## src/rtl/fetch_queue_if.sv

```systemverilog
// rtl/fetch_queue_if.sv - instruction-memory read bus between fetch_queue and imem
interface fetch_queue_if #(
  parameter int ADDR_W = 24,
  parameter int DATA_W = 32
);
  logic              imemReq;
  logic [ADDR_W-1:0] imemAddr;
  logic              imemGnt;
  logic              imemRvalid;
  logic [DATA_W-1:0] imemRdata;

  modport master (
    output imemReq,
    output imemAddr,
    input  imemGnt,
    input  imemRvalid,
    input  imemRdata
  );

  modport slave (
    input  imemReq,
    input  imemAddr,
    output imemGnt,
    output imemRvalid,
    output imemRdata
  );
endinterface

```

## src/rtl/fetch_queue.sv

```systemverilog
// rtl/fetch_queue.sv - single-outstanding instruction fetch with PC-tagged FIFO and flush
// Optional same-cycle response bypass to decode: FETCH_BYPASS_EN.
module fetch_queue #(
  parameter int ADDR_W = 24,
  parameter int DATA_W = 32,
  parameter int DEPTH  = 2
) (
  input  logic              clk,
  input  logic              rst,
  input  logic [ADDR_W-1:0] pc,
  output logic              pcEn,
  input  logic              flush,
  fetch_queue_if.master     imem,
  output logic              instrValid,
  output logic [DATA_W-1:0] instr,
  output logic [ADDR_W-1:0] instrPc,
  input  logic              decReady
);

  localparam int PW = $clog2(DEPTH);
  localparam int CW = $clog2(DEPTH + 1);

  typedef enum logic [1:0] {IDLE, WAIT, DROP} state_t;

  state_t            state_q, state_d;
  logic [CW-1:0]     cnt_q, cnt_d;
  logic [PW-1:0]     wr_ptr_q, wr_ptr_d;
  logic [PW-1:0]     rd_ptr_q, rd_ptr_d;
  logic [ADDR_W-1:0] pend_pc_q, pend_pc_d;
  logic [DATA_W-1:0] data_q [DEPTH];
  logic [ADDR_W-1:0] pc_q   [DEPTH];

  logic          resp_in_wait;
  logic [CW:0]   cnt_lookahead;
  logic          grant;
  logic          push;
  logic          pop;
  logic          fifo_valid;

  // Occupancy credit counts the response landing now, but never a same-cycle pop.
  assign resp_in_wait  = (state_q == WAIT) && imem.imemRvalid;
  assign cnt_lookahead = {1'b0, cnt_q} + {{CW{1'b0}}, resp_in_wait};
  assign imem.imemReq  = rst && !flush && ((state_q == IDLE) || resp_in_wait)
                         && (cnt_lookahead < (CW+1)'(DEPTH));
  assign imem.imemAddr = pc;
  assign grant         = imem.imemReq && imem.imemGnt;
  assign pcEn          = rst && (grant || flush);
  assign fifo_valid    = (cnt_q != '0);

`ifdef FETCH_BYPASS_EN
  logic bypass;
  assign bypass     = resp_in_wait && !flush && !fifo_valid;
  assign instrValid = fifo_valid || bypass;
  assign instr      = bypass ? imem.imemRdata : data_q[rd_ptr_q];
  assign instrPc    = bypass ? pend_pc_q : pc_q[rd_ptr_q];
  assign push       = resp_in_wait && !flush && !(bypass && decReady);
  assign pop        = fifo_valid && decReady;
`else
  assign instrValid = fifo_valid;
  assign instr      = data_q[rd_ptr_q];
  assign instrPc    = pc_q[rd_ptr_q];
  assign push       = resp_in_wait && !flush;
  assign pop        = fifo_valid && decReady;
`endif

  always_comb begin
    state_d   = state_q;
    pend_pc_d = grant ? pc : pend_pc_q;
    case (state_q)
      IDLE: if (grant) state_d = WAIT;
      WAIT: begin
        if (flush)                  state_d = imem.imemRvalid ? IDLE : DROP;
        else if (imem.imemRvalid)   state_d = grant ? WAIT : IDLE;
      end
      DROP: if (imem.imemRvalid) state_d = IDLE;
      default: state_d = IDLE;
    endcase
  end

  always_comb begin
    cnt_d    = cnt_q;
    wr_ptr_d = wr_ptr_q;
    rd_ptr_d = rd_ptr_q;
    if (flush) begin
      cnt_d    = '0;
      wr_ptr_d = '0;
      rd_ptr_d = '0;
    end else begin
      if (push) wr_ptr_d = wr_ptr_q + 1'b1;
      if (pop)  rd_ptr_d = rd_ptr_q + 1'b1;
      case ({push, pop})
        2'b10:   cnt_d = cnt_q + 1'b1;
        2'b01:   cnt_d = cnt_q - 1'b1;
        default: cnt_d = cnt_q;
      endcase
    end
  end

  always_ff @(posedge clk or negedge rst) begin
    if (!rst) begin
      state_q   <= IDLE;
      cnt_q     <= '0;
      wr_ptr_q  <= '0;
      rd_ptr_q  <= '0;
      pend_pc_q <= '0;
    end else begin
      state_q   <= state_d;
      cnt_q     <= cnt_d;
      wr_ptr_q  <= wr_ptr_d;
      rd_ptr_q  <= rd_ptr_d;
      pend_pc_q <= pend_pc_d;
    end
  end

  always_ff @(posedge clk or negedge rst) begin
    if (!rst) begin
      for (int i = 0; i < DEPTH; i++) begin
        data_q[i] <= '0;
        pc_q[i]   <= '0;
      end
    end else if (push) begin
      data_q[wr_ptr_q] <= imem.imemRdata;
      pc_q[wr_ptr_q]   <= pend_pc_q;
    end
  end

  no_overflow: assert property (@(posedge clk) disable iff (!rst)
    !(push && (cnt_q == CW'(DEPTH))));

endmodule

```

## src/flat_wrapper.sv

```systemverilog
// flat-port wrapper written by rule: the top's interface ports become plain ports
module fetch_queue_flat 
#(
  parameter int ADDR_W = 24,
  parameter int DATA_W = 32,
  parameter int DEPTH  = 2
)
  (clk, rst, pc, pcEn, flush, instrValid, instr, instrPc, decReady, imem_imemReq, imem_imemAddr, imem_imemGnt, imem_imemRvalid, imem_imemRdata);
  fetch_queue_if #(.ADDR_W(ADDR_W), .DATA_W(DATA_W)) imem_i ();
  input  logic clk;
  input  logic rst;
  input  logic [ADDR_W-1:0] pc;
  output logic pcEn;
  input  logic flush;
  output logic instrValid;
  output logic [DATA_W-1:0] instr;
  output logic [ADDR_W-1:0] instrPc;
  input  logic decReady;
  output wire logic [$bits(imem_i.imemReq)-1:0] imem_imemReq;
  output wire logic [$bits(imem_i.imemAddr)-1:0] imem_imemAddr;
  input wire logic [$bits(imem_i.imemGnt)-1:0] imem_imemGnt;
  input wire logic [$bits(imem_i.imemRvalid)-1:0] imem_imemRvalid;
  input wire logic [$bits(imem_i.imemRdata)-1:0] imem_imemRdata;
  assign imem_imemReq = imem_i.imemReq;
  assign imem_imemAddr = imem_i.imemAddr;
  assign imem_i.imemGnt = imem_imemGnt;
  assign imem_i.imemRvalid = imem_imemRvalid;
  assign imem_i.imemRdata = imem_imemRdata;
  fetch_queue #(.ADDR_W(ADDR_W), .DATA_W(DATA_W), .DEPTH(DEPTH)) u_core (.clk(clk), .rst(rst), .pc(pc), .pcEn(pcEn), .flush(flush), .imem(imem_i), .instrValid(instrValid), .instr(instr), .instrPc(instrPc), .decReady(decReady));
endmodule
```

## config.mk

```make
export PLATFORM = sky130hd
export DESIGN_NAME = fetch_queue_flat
export DESIGN_NICKNAME = d
export VERILOG_FILES = /design/src/rtl/fetch_queue_if.sv /design/src/rtl/fetch_queue.sv /design/src/flat_wrapper.sv
export SDC_FILE = /design/constraint.sdc
export NUM_CORES = 1
export LEC_CHECK = 0
export BUFFER_PORTS_ARGS = -buffer_cell sky130_fd_sc_hd__buf_4
export CORE_ASPECT_RATIO = 0.8
export CORE_MARGIN = 3
export CORE_UTILIZATION = 30
export DETAILED_ROUTE_END_ITERATION = 12
export PLACE_DENSITY_LB_ADDON = 0.05
export SLEW_MARGIN = 20
export SYNTH_ARGS = -nofsm -noshare
export SYNTH_HDL_FRONTEND = slang
export SYNTH_SLANG_ARGS = --single-unit
```

## constraint.sdc

```tcl
create_clock -name clk -period 2.3 [get_ports clk]
set_input_delay 0.23 -clock clk [delete_from_list [all_inputs] [get_ports clk]]
set_output_delay 0.23 -clock clk [all_outputs]
set_load 0.05 [all_outputs]
```

======== After elaboration in Yosys (flattened, before gate mapping) ========
Cells that the tools add are included.
W data, S select, Z words.
word-level totals
  word-level logic and storage cells ...... 70
  input port bits ......................... 62
  register bits after elaboration ......... 142
  output and inout port bits .............. 83
operators by class
  reductions and logical operators ........ 18
  bitwise operators ....................... 2
  order comparisons ....................... 4
  add/subtract/negate cells ............... 5
  eq/ne operators ......................... 7
  mux-type cells .......................... 25
operator list
  operator               number
  $mux W32               4
  $mux W24               4
  $bwmux W64             1
  $bwmux W48             1
  $demux W32 S1          1
  $demux W24 S1          1
  $mux W2                6
  $logic_and A1 B1 Y1    9
  $pmux W2 S3            1
  $reduce_bool A2 Y1     3
  $mux W1                5
  $eq A2 B1 Y1 const B   2
  $eq A2 B2 Y1 const B   2
  $ge A2 B2 Y1 const B   2
  $not A1 Y2             2
  $pmux W2 S2            1
  $add A2 B1 Y3          1
  $lt A3 B2 Y1 const B   1
  $ne A3 B3 Y1 const B   1
  $reduce_and A3 Y1      1
  $reduce_bool A3 Y1     1
  $add A1 B1 Y1 const B  2
  $add A2 B1 Y2 const B  1
  $logic_not A2 Y1       1
  other kinds (6)        7

======== Longest topological paths before layout ========
  depth after elaboration ................. 10
  depth in mapped cells ................... 6
  gate-level depth less buffers ........... 3

======== Worst setup path after synthesis ========
No wires, ideal clock.
  path type ............................... flip-flop to output port
  start ................................... register u_core.cnt_q[0]
  end ..................................... output imem_imemReq
  arrival ................................. 3.115 ns
  path slack .............................. -1.045 ns
  buffers on the path ..................... 0
  data required time ...................... 2.070 ns
  stages on the path, launching flop included .. 3
  cell sequence ........................... dfrtp_1 nand2b_1 a2111oi_0
between the ends
  cells in the longest elaborated chain, start to end .. 3
RTL lines
  what                    line                source
  from (decl)             fetch_queue.sv:26   logic [CW-1:0] cnt_q, cnt_d;
  from (signal assigned)  fetch_queue.sv:108  cnt_q <= cnt_d;
  $add A2 B1 Y3           fetch_queue.sv:42   assign cnt_lookahead = {1'b0, cnt_q} + {{CW{1'b0}}, resp_in_wait};
  $lt A3 B2 Y1            fetch_queue.sv:44   && (cnt_lookahead < (CW+1)'(DEPTH));
  $logic_and A1 B1 Y1     fetch_queue.sv:44
  to (decl)               flat_wrapper.sv:19  output wire logic [$bits(imem_i.imemReq)-1:0] imem_imemReq;
No other way between the ends.

======== Final worst setup path ========
  start ................................... register u_core.rd_ptr_q
  end ..................................... output instrPc[16]
between the ends
  cells in the longest elaborated chain, start to end .. 4
RTL lines
  what                                         line                source
  from (decl)                                  fetch_queue.sv:28   logic [PW-1:0] rd_ptr_q, rd_ptr_d;
  from (signal assigned)                       fetch_queue.sv:110  rd_ptr_q <= rd_ptr_d;
  $not A1 Y2 (implied by the code)             fetch_queue.sv:61   assign instrPc = pc_q[rd_ptr_q];
  $mux W24 (implied by the code) (3 in a row)  fetch_queue.sv:61
  to (decl)                                    flat_wrapper.sv:17  output logic [ADDR_W-1:0] instrPc;
No other way between the ends. The select of a mux whose other input is x is not followed.

==> impl_metrics.ini <==
[floorplan]
initial_core_util_pct = 31.12
io_pins = 145
die_w_um = 167.6
die-area_mm2 = 0.02268
core_area_mm2 = 0.02014
dieHeight_um = 135.3
row_count = 46

[global_route]
grt_start_max_net_pins = 143
grt_use_total_pct = 12.37
antenna_found_initial = 0
grt_pass1_wl_um = 21800
grt_pass1_vias = 4046
grt-ovfl-total = 0

[final_layout]
final_common_cell = mux2_2
finalNonFillerCells = 815
drive_gt1_share_pct = 65.70
final_cell_mix = mux2_2, buf_4, dfrtp_1
areaGrowthSynthToFinish_pct = 29.63
layout.nets = 600
n_antenna_cell = 0

[worst_setup_path]
critical_path_arrival_ps = 1790
worstSetupStartpointType = flip-flop
cp_max_fo = 26
required_ps = 2070
cp-end-kind = output pin
criticalPathCategory = flip-flop to output pin
ff2ff_path_depth = 4

[placed_design]
post-dp-hpwl_um = 8711
port-buffer-count = 144
gp_congestion = 0.6731
placedCellCount = 782

[cts]
cts.sinks = 142
cts_tree = yes
clk_pin_slew_ps = 60
cts_made_buffers = 17
cts_resized = 0
root_buffer = clkbuf_16
htreeDepth = 4
worstSkewPairLatency_ps = 410
cts.path.max_buffers = 2

[sta]
rsz0062_at_grt = no
report.final.slew_viol_count = 0
relSlewSlack_pct = 49.55
timing.final.crit_period_ps = 2016
setup_viol = 0
finalCritPeriodShare_pct = 87.65
fin_setup_tns_ps = 0
hold_viol = 0
max_freq_ghz = 0.4960
clock_skew_ps = 7.025
worstMarginPinSlew_ps = 756.7

[run_status]
outcome = complete, no violations

[logic_synthesis]
ys_types = 28
ys_ff_latch = 142
synth_cells = 414
syn_nets = 476
netlist_area_mm2 = 0.006270
syn_area_per_cell_um2 = 15.14
synth_warnings = 0
yosysSeqAreaShare_pct = 56.68

[routing]
num_vias = 3718
viasPerCell = 4.562
drc = 0
first_pass_iters = 4
dr.first_iter.drc_count = 109
wl_per_cell_um = 16.95
routed_wl_um = 13820
antenna_left = 0

[power]
p_per_area_mw_per_mm2 = 1134
p_total_uw = 9220
power.leakage_uw = 0.003847
vdd_ir_drop_max_uv = 451.7

[min_path]
hold_path_class = input pin to async pin

[run]
cap_violations = 0
-- through the flow --
stage / hold slack (ps) / util (%) / setup WS [ps] / area (um^2)
after detailed placement: 449.7 / 37.33 / 388.8 / 7520
after floorplan: -65.59 / - / 293.7 / 6276
after global routing: 26.09 / 40.35 / 200.5 / 8128
final: 9.870 / 40.35 / 284.0 / 8128
after global placement: 438.5 / 37.33 / 419.6 / 7520
after CTS: 13.97 / 40.35 / 221.5 / 8128
-- worst paths after layout --
path	startpoint	endpoint	slack [ps]
setup reg to reg	u_core.state_q[1]	u_core.data_q[52]	380
hold reg to reg	u_core.data_q[4]	u_core.data_q[4]	500
setup / recovery	u_core.rd_ptr_q	instrPc[16]	280
min in group clk	pc[9]	u_core.pend_pc_q[9]	40
hold / removal	rst	u_core.pc_q[11]	10
max in group asynchronous	rst	u_core.rd_ptr_q	1750
-- routing by layer --
metal  GRT usage [%]  part of all wire [%]  wire (um)
met1           15.65                    45       6200
met2           20.73                    49       6797
met3           3.384                   4.8        658
met4           4.044                   1.1        158
met5               0                     0          0
-- cell families (layout without fill, tap and decap cells) --
family / after synthesis / in the layout / share of synthesized area (%)
muxes: 192 / 192 / 34.48
and+or+nand+nor: 20 / 20 / 2.055
AOI/OAI and AO/OA: 10 / 10 / 1.497
buffers and inverters: 48 / 185 / 5.009
DFF: 142 / 142 / 56.68
xor gates and xnor gates: 2 / 2 / 0.2794
-- Yosys cell counts --
cell	number	share of area, %
a2111oi_0	1	0.14
a2111oi_4	1	0.44
a211oi_1	1	0.12
a21boi_0	1	0.12
a21oi_1	2	0.16
a41oi_1	1	0.14
and3_1	1	0.10
and4bb_2	1	0.20
buf_2	11	0.88
buf_4	28	3.4
buf_6	2	0.36
clkbuf_1	6	0.36
dfrtp_1	142	57
inv_1	1	0.060
mux2_1	19	3.4
mux2_2	173	31
nand2_1	1	0.060
nand2b_1	5	0.50
nand3b_1	3	0.36
nand4bb_1	1	0.18
nor2_1	4	0.24
nor3_1	1	0.080
nor4b_1	1	0.14
o21a_1	1	0.12
o21ai_0	1	0.080
o221a_2	1	0.18
or2_2	2	0.20
xor2_1	2	0.28
-- final cells by class --
| type | instances | area (um^2) |
|---|---|---|
| clock buffer | 20 | 436.7 |
| clock inverter | 12 | 161.4 |
| fill | 1895 | 12020 |
| inverter | 1 | 3.754 |
| multi-input combinational | 224 | 2419 |
| sequential | 142 | 3555 |
| tap | 264 | 330.3 |
| timing repair buffer | 152 | 1222 |
-- repair_timing --
item | CTS | global route
endpoints found under the hold margin | 1 | 0
hold buffers | 1 | 0
setup buffers | 0 | 0
-- where the power goes --
part           internal, uW  leakage, uW  switching, uW
sequential             3020      0.00183            259
clock                  1720     0.000282           1090
combinational          1200      0.00173           1930
-- critical path, cell delays in order (launching register included) --
cell and delay [ps]:
dfrtp_2 380, buf_4 380, mux2_2 400, buf_4 200
-- flip-flops by register name, summed over array words and instances, names as in the netlist --
| signal | cells |
|---|---|
| u_core.state_q | 2 |
| u_core.wr_ptr_q | 1 |
| u_core.cnt_q | 2 |
| u_core.pend_pc_q | 24 |
| u_core.pc_q | 48 |
| u_core.rd_ptr_q | 1 |
| u_core.data_q | 64 |
Power figures use the tool's default switching activity.
